===== config.mk =====
export PLATFORM = sky130hd
export DESIGN_NAME = fetch_unit
export DESIGN_NICKNAME = d
export VERILOG_FILES = /design/src/rtl/fetch_unit_pkg.sv /design/src/rtl/fetch_fifo.sv /design/src/rtl/fetch_unit.sv
export SDC_FILE = /design/constraint.sdc
export NUM_CORES = 1
export LEC_CHECK = 0
export CAP_MARGIN = 10
export CORE_UTILIZATION = 53
export CTS_CLUSTER_DIAMETER = 100
export CTS_CLUSTER_SIZE = 16
export DETAILED_ROUTE_END_ITERATION = 8
export GPL_TIMING_DRIVEN = 0
export PLACE_DENSITY = 0.86
export SLEW_MARGIN = 15
export SYNTH_ARGS = -nofsm -noshare
export SYNTH_HDL_FRONTEND = slang
export SYNTH_SLANG_ARGS = --single-unit

===== constraint.sdc =====
create_clock -name clk -period 15.3 [get_ports clk]
set_clock_uncertainty 0.05 [all_clocks]
set_input_delay 3.06 -clock clk [delete_from_list [all_inputs] [get_ports clk]]
set_output_delay 3.06 -clock clk [all_outputs]
set_load 0.01 [all_outputs]

===== src/rtl/fetch_unit_pkg.sv =====
// Shared pipeline package: ALU op encoding plus the fetch-stage entry type
// and the canonical NOP word handed to decode when no instruction is valid.
package fetch_unit_pkg;

   typedef enum logic [3:0] {
      ALU_ADD  = 4'd0,
      ALU_SUB  = 4'd1,
      ALU_AND  = 4'd2,
      ALU_OR   = 4'd3,
      ALU_XOR  = 4'd4,
      ALU_SLL  = 4'd5,
      ALU_SRL  = 4'd6,
      ALU_SRA  = 4'd7,
      ALU_SLT  = 4'd8,
      ALU_SLTU = 4'd9
   } alu_op_e;

   localparam logic [31:0] NOP_INSTR = 32'h0000_0013;

   typedef struct packed {
      logic [31:0] pc;
      logic [31:0] instr;
   } fetch_entry_t;

endpackage


===== src/rtl/fetch_fifo.sv =====
// Instruction buffer between imem responses and decode: circular FIFO of
// fetch_entry_t with synchronous flush; head is read straight from storage.
module fetch_fifo
   import fetch_unit_pkg::*;
#(
   parameter int DEPTH = 2,
   localparam int CNT_W = $clog2(DEPTH + 1)
) (
   input  logic             clk,
   input  logic             rst_n,
   input  logic             flush,
   input  logic             push,
   input  fetch_entry_t     push_data,
   input  logic             pop,
   output logic [CNT_W-1:0] count,
   output fetch_entry_t     head,
   output logic             empty,
   output logic             full
);

   localparam int PTR_W = (DEPTH > 1) ? $clog2(DEPTH) : 1;

   fetch_entry_t     mem_q [DEPTH];
   logic [PTR_W-1:0] rd_ptr_q;
   logic [PTR_W-1:0] wr_ptr_q;
   logic [CNT_W-1:0] count_q;
   logic             do_pop;

   function automatic logic [PTR_W-1:0] ptr_inc(input logic [PTR_W-1:0] p);
      return (p == PTR_W'(DEPTH - 1)) ? '0 : p + 1'b1;
   endfunction

   assign do_pop = pop && !empty;
   assign count  = count_q;
   assign empty  = (count_q == '0);
   assign full   = (count_q == CNT_W'(DEPTH));
   assign head   = mem_q[rd_ptr_q];

   always_ff @(posedge clk or negedge rst_n) begin
      if (!rst_n) begin
         rd_ptr_q <= '0;
         wr_ptr_q <= '0;
         count_q  <= '0;
      end else if (flush) begin
         rd_ptr_q <= '0;
         wr_ptr_q <= '0;
         count_q  <= '0;
      end else begin
         if (push)   wr_ptr_q <= ptr_inc(wr_ptr_q);
         if (do_pop) rd_ptr_q <= ptr_inc(rd_ptr_q);
         count_q <= count_q + CNT_W'(push) - CNT_W'(do_pop);
      end
   end

   // Storage needs no reset: head is only consumed while the FIFO is non-empty.
   always_ff @(posedge clk) begin
      if (push && !flush) mem_q[wr_ptr_q] <= push_data;
   end

   assert property (@(posedge clk) disable iff (!rst_n) !(push && full && !pop));

endmodule


===== src/rtl/fetch_unit.sv =====
// IF stage: owns the PC, issues in-order imem word requests under a credit
// limit of DEPTH, buffers responses and feeds decode. Optional FETCH_PERF_EN.
module fetch_unit
   import fetch_unit_pkg::*;
#(
   parameter logic [31:0] RESET_PC = 32'h0000_0000,
   parameter int          DEPTH    = 2
) (
   input  logic        clk,
   input  logic        rst_n,
   output logic        imem_req_o,
   output logic [31:0] imem_addr_o,
   input  logic        imem_gnt_i,
   input  logic        imem_rvalid_i,
   input  logic [31:0] imem_rdata_i,
   input  logic        stall_i,
   input  logic        redirect_i,
   input  logic [31:0] redirect_pc_i,
   output logic [31:0] instr_o,
   output logic [31:0] pc_o,
   output logic        instr_valid_o,
   output logic [31:0] fetch_cnt_o,
   output logic [31:0] bubble_cnt_o
);

   localparam int CNT_W = $clog2(DEPTH + 1);

   // Handshakes: a request transfers on a cycle with imem_req_o && imem_gnt_i;
   // responses transfer on imem_rvalid_i alone (in order, never backpressured);
   // decode consumes on instr_valid_o && !stall_i.
   logic [31:0]      pc_q;
   logic [31:0]      resp_pc_q;
   logic [CNT_W-1:0] outstanding_q;
   logic [CNT_W-1:0] outstanding_next;
   logic [CNT_W-1:0] drop_cnt_q;
   logic [CNT_W-1:0] fifo_count;
   logic [CNT_W:0]   in_flight;
   logic             grant;
   logic             rsp;
   logic             push;
   logic             pop;
   logic             fifo_empty;
   logic             fifo_full;
   fetch_entry_t     head;
   fetch_entry_t     push_data;
   logic             unused_ok;

   assign in_flight   = {1'b0, fifo_count} + {1'b0, outstanding_q};
   assign imem_req_o  = rst_n && !redirect_i && (in_flight < (CNT_W+1)'(DEPTH));
   assign imem_addr_o = pc_q;
   assign grant       = imem_req_o && imem_gnt_i;

   // A response with nothing outstanding (e.g. left over from before reset) is ignored.
   assign rsp              = imem_rvalid_i && (outstanding_q != '0);
   assign outstanding_next = outstanding_q + CNT_W'(grant) - CNT_W'(rsp);
   assign push             = rsp && !redirect_i && (drop_cnt_q == '0);
   assign push_data        = '{pc: resp_pc_q, instr: imem_rdata_i};
   assign pop              = instr_valid_o && !stall_i;

   assign unused_ok = ^{redirect_pc_i[1:0], fifo_full};

   fetch_fifo #(.DEPTH(DEPTH)) u_fifo (
      .clk       (clk),
      .rst_n     (rst_n),
      .flush     (redirect_i),
      .push      (push),
      .push_data (push_data),
      .pop       (pop),
      .count     (fifo_count),
      .head      (head),
      .empty     (fifo_empty),
      .full      (fifo_full)
   );

   always_ff @(posedge clk or negedge rst_n) begin
      if (!rst_n) begin
         pc_q          <= RESET_PC;
         resp_pc_q     <= RESET_PC;
         outstanding_q <= '0;
         drop_cnt_q    <= '0;
      end else begin
         outstanding_q <= outstanding_next;
         if (redirect_i) begin
            // Everything still in flight belongs to the old path, older drops included.
            pc_q       <= {redirect_pc_i[31:2], 2'b00};
            resp_pc_q  <= {redirect_pc_i[31:2], 2'b00};
            drop_cnt_q <= outstanding_next;
         end else begin
            if (grant) pc_q <= pc_q + 32'd4;
            if (rsp) begin
               if (drop_cnt_q != '0) drop_cnt_q <= drop_cnt_q - 1'b1;
               else                  resp_pc_q  <= resp_pc_q + 32'd4;
            end
         end
      end
   end

   assign instr_valid_o = !fifo_empty;
   assign instr_o       = instr_valid_o ? head.instr : NOP_INSTR;
   assign pc_o          = instr_valid_o ? head.pc : 32'h0;

`ifdef FETCH_PERF_EN
   logic [31:0] fetch_cnt_q;
   logic [31:0] bubble_cnt_q;

   always_ff @(posedge clk or negedge rst_n) begin
      if (!rst_n) begin
         fetch_cnt_q  <= '0;
         bubble_cnt_q <= '0;
      end else begin
         if (pop) fetch_cnt_q <= fetch_cnt_q + 32'd1;
         if (!stall_i && !instr_valid_o && !redirect_i) bubble_cnt_q <= bubble_cnt_q + 32'd1;
      end
   end

   assign fetch_cnt_o  = fetch_cnt_q;
   assign bubble_cnt_o = bubble_cnt_q;
`else
   assign fetch_cnt_o  = 32'h0;
   assign bubble_cnt_o = 32'h0;
`endif

   assert property (@(posedge clk) disable iff (!rst_n)
                    !(imem_rvalid_i && (outstanding_q == '0)));

endmodule


### Word-level counts from Yosys, hierarchy flattened

Memories as Yosys holds them, arrays and structs flattened.
Index checks and enable logic that the tools add are counted.

| word-level totals | value |
|---|---|
| bits in writable memories | 128 |
| output and inout port bits | 162 |
| memories | 1 |
| logic and storage cells | 62 |
| input bits | 70 |
| register bits | 72 |

| operators by class | value |
|---|---|
| reductions and logical operators | 23 |
| eq/ne operators | 1 |
| multiplexer cells | 19 |
| add/sub/neg operators | 10 |
| magnitude comparators | 1 |

Memory list:

| memory | words | bits a word | read ports | clocked after Yosys merged registers in | write ports | RTL line | text |
|---|---|---|---|---|---|---|---|
| u_fifo.mem_q | 2 | 64 | 1 | 0 | 1 | fetch_fifo.sv:23 | `fetch_entry_t mem_q [DEPTH];` |

Operators with widths:

| kind | number |
|---|---|
| $mux 32 | 7 |
| $add 32x3->32 const B | 2 |
| $reduce_bool 2->1 | 7 |
| $logic_and 1x1->1 | 9 |
| $mux 1 | 8 |
| $mux 2 | 4 |
| $add 2x1->2 | 2 |
| $logic_not 2->1 | 2 |
| $reduce_and 2->1 | 2 |
| $sub 2x1->2 | 2 |
| $add 2x2->3 | 1 |
| $logic_not 1->1 | 3 |
| $lt 3x2->1 const B | 1 |
| $add 1x1->1 const B | 2 |
| $ne 2x2->1 const B | 1 |
| $sub 2x1->2 const B | 1 |

### Longest topological paths before layout

| logic depth | value |
|---|---|
| depth in word-level cells | 7 |
| gate-level depth with buffers | 14 |
| gate-level depth less buffers | 12 |

### Cells and area by module

A second synthesis with hierarchy kept.

| second synthesis, totals | value |
|---|---|
| cell total of the unflattened synthesis | 767 |
| area total of the unflattened synthesis | 9,532.9 um^2 |

Modules (own cells, without submodules):

| module | cells each | instances | area an instance (um^2) | seq. area each (um^2) |
|---|---|---|---|---|
| fetch_fifo | 220 | 1 | 4,863.4 | 3,943.8 |
| fetch_unit | 547 | 1 | 4,669.5 | 1,601.5 |

### Least setup slack after synthesis

OpenSTA, ideal clock, no wires.

| timing path | value |
|---|---|
| path kind | in2reg |
| from | input port redirect_i |
| to | memory u_fifo.mem_q[0][0] (netlist name), enable pin |
| library setup time | 0.559 ns |
| path buffers | 2 |
| data arrival time | 7.722 ns |
| data required time | 14.691 ns |
| stages | 3 |
| path slack | 6.969 ns |
| cells stage by stage | clkbuf_1 > buf_1 > nor3_1 |

| on the way | value |
|---|---|
| cells in the longest elaborated chain, start to end | 6 |

RTL lines:

| item | RTL line | text |
|---|---|---|
| from (decl) | fetch_unit.sv:17 | `input logic redirect_i,` |
| $logic_not 1->1 (*) | fetch_fifo.sv:57, fetch_unit.sv:56 |  |
| $logic_and 1x1->1 (2 in a row) | fetch_unit.sv:56 | `assign push = rsp && !redirect_i && (drop_cnt_q == '0);` |
| $logic_and 1x1->1 (*) | fetch_fifo.sv:57 | `if (push && !flush) mem_q[wr_ptr_q] <= push_data;` |
| $mux 1 (*) | fetch_fifo.sv:57 |  |
| $mux 1 (not written as such) (*) | fetch_fifo.sv:57 |  |
| to (decl) | fetch_fifo.sv:23 |  |

Mark *: on every way between the ends. The rest lies on a longest branch, timed or not.

### Final worst setup path

| timing path | value |
|---|---|
| from | input port redirect_i |
| to | output port imem_req_o |

| on the way | value |
|---|---|
| cells in the longest elaborated chain, start to end | 3 |

RTL lines:

| item | RTL line | text |
|---|---|---|
| $logic_not 1->1 | fetch_unit.sv:49 | `assign imem_req_o = rst_n && !redirect_i && (in_flight < (CNT_W+1)'(DEPTH));` |
| $logic_and 1x1->1 (2 in a row) | fetch_unit.sv:49 |  |
| to (decl) | fetch_unit.sv:11 | `output logic imem_req_o,` |

No other way between the ends.

==> impl_metrics.csv <==
group,metric,value,unit
setup_path,cp_data_arrival_time,4.80,ns
synth,synthMostInstantiatedCell,"edfxtp_1",
route,wire_per_inst,16.61,um
route,initial_drt_markers,470,
synth,post_synth_inst_count,737,
synth,netlist.area_leader.share,0.4129,
setup_path,critical_path_required,12.19,ns
setup_path,crit_path_end_kind,"output port",
placement,hpwlAfterDp,14.85,mm
route,route.detailed.vias_per_inst,5.292,
setup_path,critPathLaunchType,"input port",
final_layout,area_growth_syn_to_layout,31.33,%
floorplanning,die_x,132.4,um
sta,finalHoldViolCount,0,
cts,maximum_level_of_the_cts_h_tree,4,
floorplanning,design.die.area,0.01754,mm2
sta,timing.final.crit_period,7.907,ns
grt,number_of_antenna_violations_at_the_first_check_in_global_routing,0,
synth,synth_top_cells_by_count,"edfxtp_1 (124), nor2_1 (79), buf_4 (68), dfrtp_1 (68), mux2i_1 (63)",
synth,synth.cell_area,0.009019,mm2
floorplanning,core-area,0.01658,mm2
grt,grt_max_degree,54,
route,remaining_drc_errors,0,
synth,synth_enable_flop_cells,124,
hold_path,worstHoldPathType,"reg2reg",
sta,maxClockFrequency,126.5,MHz
synth,synth_flop_cell,"edfxtp_1",
floorplanning,number_of_top_level_pins,232,
cts,cts_inserted_buffers,17,
grt,grt_first_pass_wirelength,32.60,mm
route,dr.pass1.iters,5,
grt,grt_overflow_total,0,
sta,setup_viol_count_final,0,
run_status,status,"finished clean",
synth,synthDominantAreaCellType,"edfxtp_1",
synth,synth_sequential_area_ratio,0.6016,
final_layout,final_layout_size_suffix_gt1_frac,0.1322,
placement,io_buffer_count,161,
route,num_vias,6488,
synth,yosysUniqueCellTypes,51,
synth,ys_ff_latch,192,
grt,gr-usage-all-layers,0.2426,
route,drt_wl_total,20.36,mm
sta,count_of_final_max_slew_check_failures,0,
floorplanning,die_h,132.4,um
power,power-per-cell-area,136.5,mW/mm2
sta,fin_setup_tns,0,ns
synth,ys_top_cells_by_area,"edfxtp_1 (41%), dfrtp_1 (19%), mux2i_1 (7.0%), buf_4 (5.7%), nor2_1 (3.3%)",
cts,cts_resized,0,
synth,syn_avg_cell_area,12.24,um2
sta,rsz_0062_raised_after_global_routing,"no",
grt,grt_pass1_vias,6282,
sta,worstMarginPinSlew,0.8014,ns
power,finalPower,1617,uW
final_layout,final_core_utilization,0.7142,
floorplanning,floorplan.initialDensity,0.5438,
job,drv_cap,0,
floorplanning,fp-row-count,47,
setup_path,setup.worst_path.class,"in2out",
final_layout,n_antenna_cell,0,
synth,async_reset_ff_frac,0.3542,
cts,clockRootBuffer,"clkbuf_16",
placement,gp_congestion,0.9191,
power,power.leakage,0.004479,uW
cts,hold_buffers,0,
sta,relSlewSlack,0.4657,
setup_path,path_max_fanout,5,
cts,clock_sinks,192,
final_layout,final_net_count,1071,
power,worst_ir_drop_vdd,0.09467,mV
sta,post-route-period-util,0.5168,
cts,worstSkewPairLatency,0.43,ns
sta,timing.hold.ws,0.4806,ns
cts,path_clk_slew,0.06,ns
cts,cts.repair_timing.setup_buffer_count,0,
cts,clock_tree.buffer_depth,2,
route,drtAntennaViolNets,0,
synth,synth-warning-count,0,
cts,cts_tree,"built",
[cell families after synthesis]
group                      after synthesis  share of synthesized area
and+or+nand+nor                        239                     0.1340
DFF                                    192                     0.6016
buffers and inverters                  110                    0.07520
AOI/OAI and AO/OA                       72                    0.05397
muxes                                   72                    0.08116
xor gates and xnor gates                43                    0.04176
adders and majority gates                8                    0.01193
other                                    1                  0.0004158
[final cells by class]
| type | count | area (um2) |
|---|---|---|
| timing repair buffer | 170 | 1720 |
| clock buffer | 19 | 432.9 |
| sequential | 192 | 5425 |
| clock inverter | 13 | 137.6 |
| multi-input combinational | 502 | 3174 |
| inverter | 13 | 48.80 |
| buffer | 97 | 629.4 |
| tap | 220 | 275.3 |
| fill | 1142 | 4740 |
[per-stage QoR]
stage	instance area, um2	cells	worst slack [ns]
after floorplan	9270	804	6.969
after global placement	11160	1185	3.980
after detailed placement	11270	1194	7.430
after CTS	11840	1226	7.412
after global routing	11840	1226	7.355
final	11840	1226	7.393
[registers in the layout, summed over array words and instances (netlist names)]
name	count
resp_pc_q	30
u_fifo.wr_ptr_q	1
u_fifo.mem_q	124
imem_addr_o	30
u_fifo.count	2
u_fifo.rd_ptr_q	1
drop_cnt_q	2
outstanding_q	2
[layout by cell type, fill, tap and decap left out, types with 5 or more instances in the layout]
master and n:
and4_1 7, inv_1 11, ha_1 7, nand4_1 18
dfrtp_1 68, and2_1 5, o211ai_1 10, clkdlybuf4s50_1 160
clkbuf_16 17, buf_4 73, xnor2_1 27, conb_1 68
o21ai_1 5, mux2i_1 63, o311ai_0 8, mux2_2 9
clkbuf_1 26, nand3_1 30, nor3_1 10, nand2_1 53
xor2_1 16, nor2_1 79, clkinvlp_4 5, o21ai_0 27
edfxtp_1 124, a21boi_0 9, and3_1 13
[layer usage]
layer,up-vias,wire (um),GRT usage,share of wire
met1,3116,8424,0.3124,0.41
met3,35,1317,0.04291,0.065
li1,3033,-,-,-
met2,304,10180,0.4082,0.50
met4,0,439,0.09834,0.022
met5,-,0,0,0
[final timing paths]
| check | cells past startpoint | endpoint | slack, ns | start |
|---|---|---|---|---|
| max | 3 | imem_req_o | 7.39 | redirect_i |
| min | 0 | u_fifo.mem_q[1][60]$_DFFE_PP_ | 0.48 | resp_pc_q[28]$_DFFE_PN0P_ |
| min reg2reg | 0 | u_fifo.mem_q[1][60]$_DFFE_PP_ | 0.48 | resp_pc_q[28]$_DFFE_PN0P_ |
| max in group asynchronous | 2 | drop_cnt_q[0]$_DFFE_PN0P_ | 12.21 | rst_n |
| max reg2reg | 14 | drop_cnt_q[1]$_DFFE_PN0P_ | 11.55 | outstanding_q[0]$_DFF_PN0_ |
| min in group asynchronous | 1 | imem_addr_o[24]$_DFFE_PN0P_ | 2.44 | rst_n |
[where the power goes]
group	internal [uW]	total, uW	switching (uW)
logic	262	529	267
registers	612	661	49.1
clock network	240	426	186
total	1110	1620	502
[worst max-delay path, stage by stage]
cell and delay [ns]:
clkdlybuf4s50_1 0.59, nor4b_4 0.52, clkdlybuf4s50_1 0.63
Power figures use the tool's default switching activity.
==> RTL edit 1, RTL diff (same flow settings) <==
Add a define of `FETCH_PERF_EN`.
--- a/src/rtl/fetch_unit.sv
+++ b/src/rtl/fetch_unit.sv
@@ -2,2 +2,4 @@
 // limit of DEPTH, buffers responses and feeds decode. Optional FETCH_PERF_EN.
+`define FETCH_PERF_EN
+
 module fetch_unit
Formal check against the unedited RTL: not equivalent (a bounded check fails within 4 cycles, from zero or initial values and one cycle with rst_n low).
==> RTL edit 1 against the unedited design <==
Routed wire length up 26%. Design area up 23%. Sequential power up 30%. Area after synthesis up 25%. Fmax up 1.2%. Worst setup slack better by 95 ps. Die area up 25%. Sequential cell count up 64. Power up 18%. Largest cell class unchanged.
==> RTL edit 1: results <==
status:
  status: "finished clean"
cells_and_area:
  diodes: 0
  nNetsFinal: 1241
  fill_cells: 1493
  max_flop_register: "u_fifo.mem_q"
  drive_gt1_share_pct: 5.299
  largest_register_ffs: 124
timing:
  holdWs_ps: 442.1
  timing.fmax_mhz: 128.0
  tightest_slew_ps: 893.1
placed_design:
  pre_cts_ws_ps: 7474
  portBuffers: 224
  hpwl_um: 18400
  finalWeightedCongestion: 0.8683
synth:
  synthDistinctLibCells: 53
  async_flop_share_pct: 51.56
  yosys_most_used_dff: "dfrtp_1"
  synthTopCellsByArea: "edfxtp_1 33%, dfrtp_1 29%, xnor2_1 6.2%"
  seq_area_frac_synth_pct: 62.27
  yosysWarnings: 0
  synth_common_cells: "132 x dfrtp_1, 124 x edfxtp_1, 86 x nor2_1"
  synth_edf_count: 124
power_and_ir_drop:
  ir_drop_v: 0.00006199
  switching_power_mw: 0.5818
  clockPowerShare_pct: 23.7
  power_frac_comb_pct: 31.3
  cellLeakagePower_nw: 5.349
global_routing:
  grt_pass1_vias: 7865
  grt_max_degree: 69
  grt_usage_pct: 23.86
  grt_pass1_wl_um: 40900
  antenna_found_initial: 2
setup_path:
  critPathArrivalTime_ps: 4700
  ff2ff_path_depth: 14
  max_stage_delay_ps: 590
  r2r-end: "drop_cnt_q[1]"
  rrSetupSlack_ps: 11770
  r2r_start: "u_fifo.count[0]"
  worst_path_max_delay_cell: "or4b_4"
  cp_max_fo: 68
clock_tree:
  numCtsBuffers: 19
  clk_pin_slew_worst_paths_ps: 70
  post_cts_buffers: 0
  clk_latency_ps: 490
  htreeDepth: 1
  cts-resized-gates: 0
  root_buffer: "clkbuf_16"
  cts_buffer_depth: 3
drt:
  routedWlPerCell_um: 17.82
  vias_per_cell: 5.487
  initialDrtViolationCount: 583
  dr.pass1.iters: 5
worst_hold_path:
  min_path_cells: 1
  holdPathEnd: "fetch_cnt_o[31]"
  hp-class: "register to register"
  min-delay-start: "fetch_cnt_o[31]"
[RTL edit 1: metal layers]
metal / track usage [%] / up-vias / share of wire, %
met5: 0 / - / 0.047
met4: 8.247 / 2 / 2.3
li1: - / 3744 / -
met3: 3.457 / 55 / 6.4
met1: 33.24 / 3817 / 43
met2: 38.51 / 310 / 48
[RTL edit 1: worst max-delay path, delay by kind of cell]
kind,cells,cell delay (ps)
buffers and inverters,3,1000
and+or+nand+nor,1,590
[RTL edit 1: kinds of logic (layout without fill, tap and decap cells)]
family,count (synthesis),count (layout),share of synthesized area [%]
buffers and inverters,59,322,2.195
flip-flops,256,256,62.27
XOR/XNOR,108,108,8.382
adder cells (fa/ha/maj),10,10,1.175
multiplexers,80,80,7.251
other,1,4,0.03323
AO/OA/AOI/OAI,66,66,3.936
AND/OR/NAND/NOR,324,324,14.76
[RTL edit 1: layout make-up]
type,instances,share of cell area (%)
clock buffer,30,3.559
sequential,256,48.40
multi-input combinational,592,27.75
timing repair buffer,233,16.22
inverter,24,0.6205
buffer,35,1.086
tap,275,2.370
[RTL edit 1: how the worst max path moves through the flow]
stage,startpoint,cells past startpoint,to
2_1_floorplan,redirect_i,4,u_fifo.mem_q[0][0]
3_3_place_gp,rst_n,4,imem_req_o
3_5_place_dp,rst_n,4,imem_req_o
4_1_cts,rst_n,4,imem_req_o
5_1_grt,rst_n,4,imem_req_o
6_report,rst_n,4,imem_req_o
[RTL edit 1: per-stage QoR]
stage	area, µm²	cells	total power, mW	util (%)
after floorplan	11300	907	1.170	-
after global placement	13880	1406	1.452	66.25
after CTS	14520	1445	1.921	69.29
final	14520	1445	1.906	69.29
after global routing	14520	1445	2.003	69.29
after detailed placement	14000	1415	1.470	66.82
==> RTL edit 2, RTL diff (same settings) <==
Made on the original files. `DEPTH` is set to 2 in 2 places; all go to 4.
--- a/src/rtl/fetch_fifo.sv
+++ b/src/rtl/fetch_fifo.sv
@@ -5,3 +5,3 @@
 #(
-   parameter int DEPTH = 2,
+   parameter int DEPTH = 4,
    localparam int CNT_W = $clog2(DEPTH + 1)
--- a/src/rtl/fetch_unit.sv
+++ b/src/rtl/fetch_unit.sv
@@ -6,3 +6,3 @@
    parameter logic [31:0] RESET_PC = 32'h0000_0000,
-   parameter int          DEPTH    = 2
+   parameter int          DEPTH    = 4
 ) (
Behaviour: not the same (Yosys sat finds a counterexample within 4 cycles, from zero or initial values and one cycle with rst_n low).
==> RTL edit 2 against the unedited design <==
Clock power up 39%. Worst setup slack better by 130 ps. Via count up 31%. Utilization down 5.4 points. Routed wire length up 49%. Sequential power up 59%. Area after synthesis up 56%. Sequential cell count up 129. Design area up 45%. Power up 47%. Synthesized cell count up 24%. Critical endpoint unchanged.
==> RTL edit 2: results <==
synth:
  syn-instance-count: 912
  synthDistinctLibCells: 46
  synth_xor_area_share_pct: 2.740
  yosys_most_used_dff: "edfxtp_1"
  synth_compound_area_share_pct: 3.087
  synth_common_cells: "248 x edfxtp_1, 73 x dfrtp_1, 68 x buf_4"
  synthTopCellsByArea: "edfxtp_1 53%, dfrtp_1 13%, mux4_2 9.9%"
  seq_area_frac_synth_pct: 65.94
  synth_fa_ha_area_share_pct: 1.530
  async_flop_share_pct: 22.74
  synth_edf_count: 248
  synth.mux.area_fraction_pct: 11.09
clock_tree:
  clk_latency_ps: 530
  numCtsBuffers: 24
  cts_buffer_depth: 3
  htreeDepth: 1
global_routing:
  grt_pass1_vias: 8411
  met2_usage_pct: 38.48
  use_met1_pct: 31.76
  gr-usage-met3_pct: 3.014
  grt_usage_pct: 22.84
  grt_pass1_wl_um: 46660
  grt_max_degree: 58
placed_design:
  hpwl_um: 20310
  finalWeightedCongestion: 0.8558
drt:
  initialDrtViolationCount: 826
  vias_per_cell: 5.583
  routed_wl_um: 30420
cells_and_area:
  nNetsFinal: 1258
  drive_gt1_share_pct: 16.90
  largest_register_ffs: 248
  final_cells: 1524
timing:
  tightest_slew_ps: 779.0
worst_hold_path:
  min_path_cells: 1
  min-delay-start: "imem_addr_o[2]"
  holdPathEnd: "imem_addr_o[2]"
status:
  status: "finished clean"
setup_path:
  endpoint: "imem_req_o"
  cp_max_fo: 6
  max_stage_delay_ps: 570
  r2r-end: "drop_cnt_q[2]"
  rrSetupSlack_ps: 11920
  r2r_start: "u_fifo.count[2]"
  critPathArrivalTime_ps: 4670
power_and_ir_drop:
  cellLeakagePower_nw: 6.068
  ir_drop_v: 0.00009102
-- RTL edit 2: routing by layer --
| layer | vias up | part of all wire, % |
|---|---|---|
| met4 | 0 | 1.7 |
| li1 | 3830 | - |
| met3 | 47 | 8.3 |
| met1 | 4197 | 40 |
| met2 | 434 | 50 |
| met5 | - | 0 |
-- RTL edit 2: logic make-up (layout without fill, tap and decap cells) --
group / count (synthesis) / after routing
muxes: 77 / 77
AOI/OAI and AO/OA: 70 / 70
DFF: 321 / 321
buffers and inverters: 125 / 335
and+or+nand+nor: 258 / 258
other: 1 / 68
xor gates and xnor gates: 44 / 44
adders and majority gates: 16 / 16
-- RTL edit 2: critical path, delay by kind of cell --
family | cells | cell delay (ps)
buffers and inverters | 2 | 1110
and+or+nand+nor | 2 | 490
-- RTL edit 2: per-stage QoR --
step	instance area, µm²	hold slack [ps]	power (mW)	utilization (%)	setup WS [ps]
final	17210	518.3	2.375	66.04	7522
after global routing	17210	564.7	2.493	66.04	7377
after CTS	17210	521.2	2.392	66.04	7509
after detailed placement	16500	503.8	1.801	63.34	7513
after global placement	16350	486.5	1.779	62.73	5105
after floorplan	14320	445.2	1.465	-	8738
-- RTL edit 2: area by class of cell --
class                           instances  area (µm²)
Fill cell                            1797        8848
Inverter                               19       71.32
Timing Repair Buffer                  167        1754
Sequential cell                       321        9274
Buffer                                106       665.6
Multi-Input combinational cell        533        4320
Clock buffer                           42       689.4
Tap cell                              335       419.2
Clock inverter                          1       16.27
-- RTL edit 2: report_power, final --
| part | switching [mW] | internal (mW) | total, mW |
|---|---|---|---|
| Clock | 0.286 | 0.307 | 0.594 |
| Combinational | 0.346 | 0.386 | 0.732 |
| Sequential | 0.0518 | 0.998 | 1.05 |
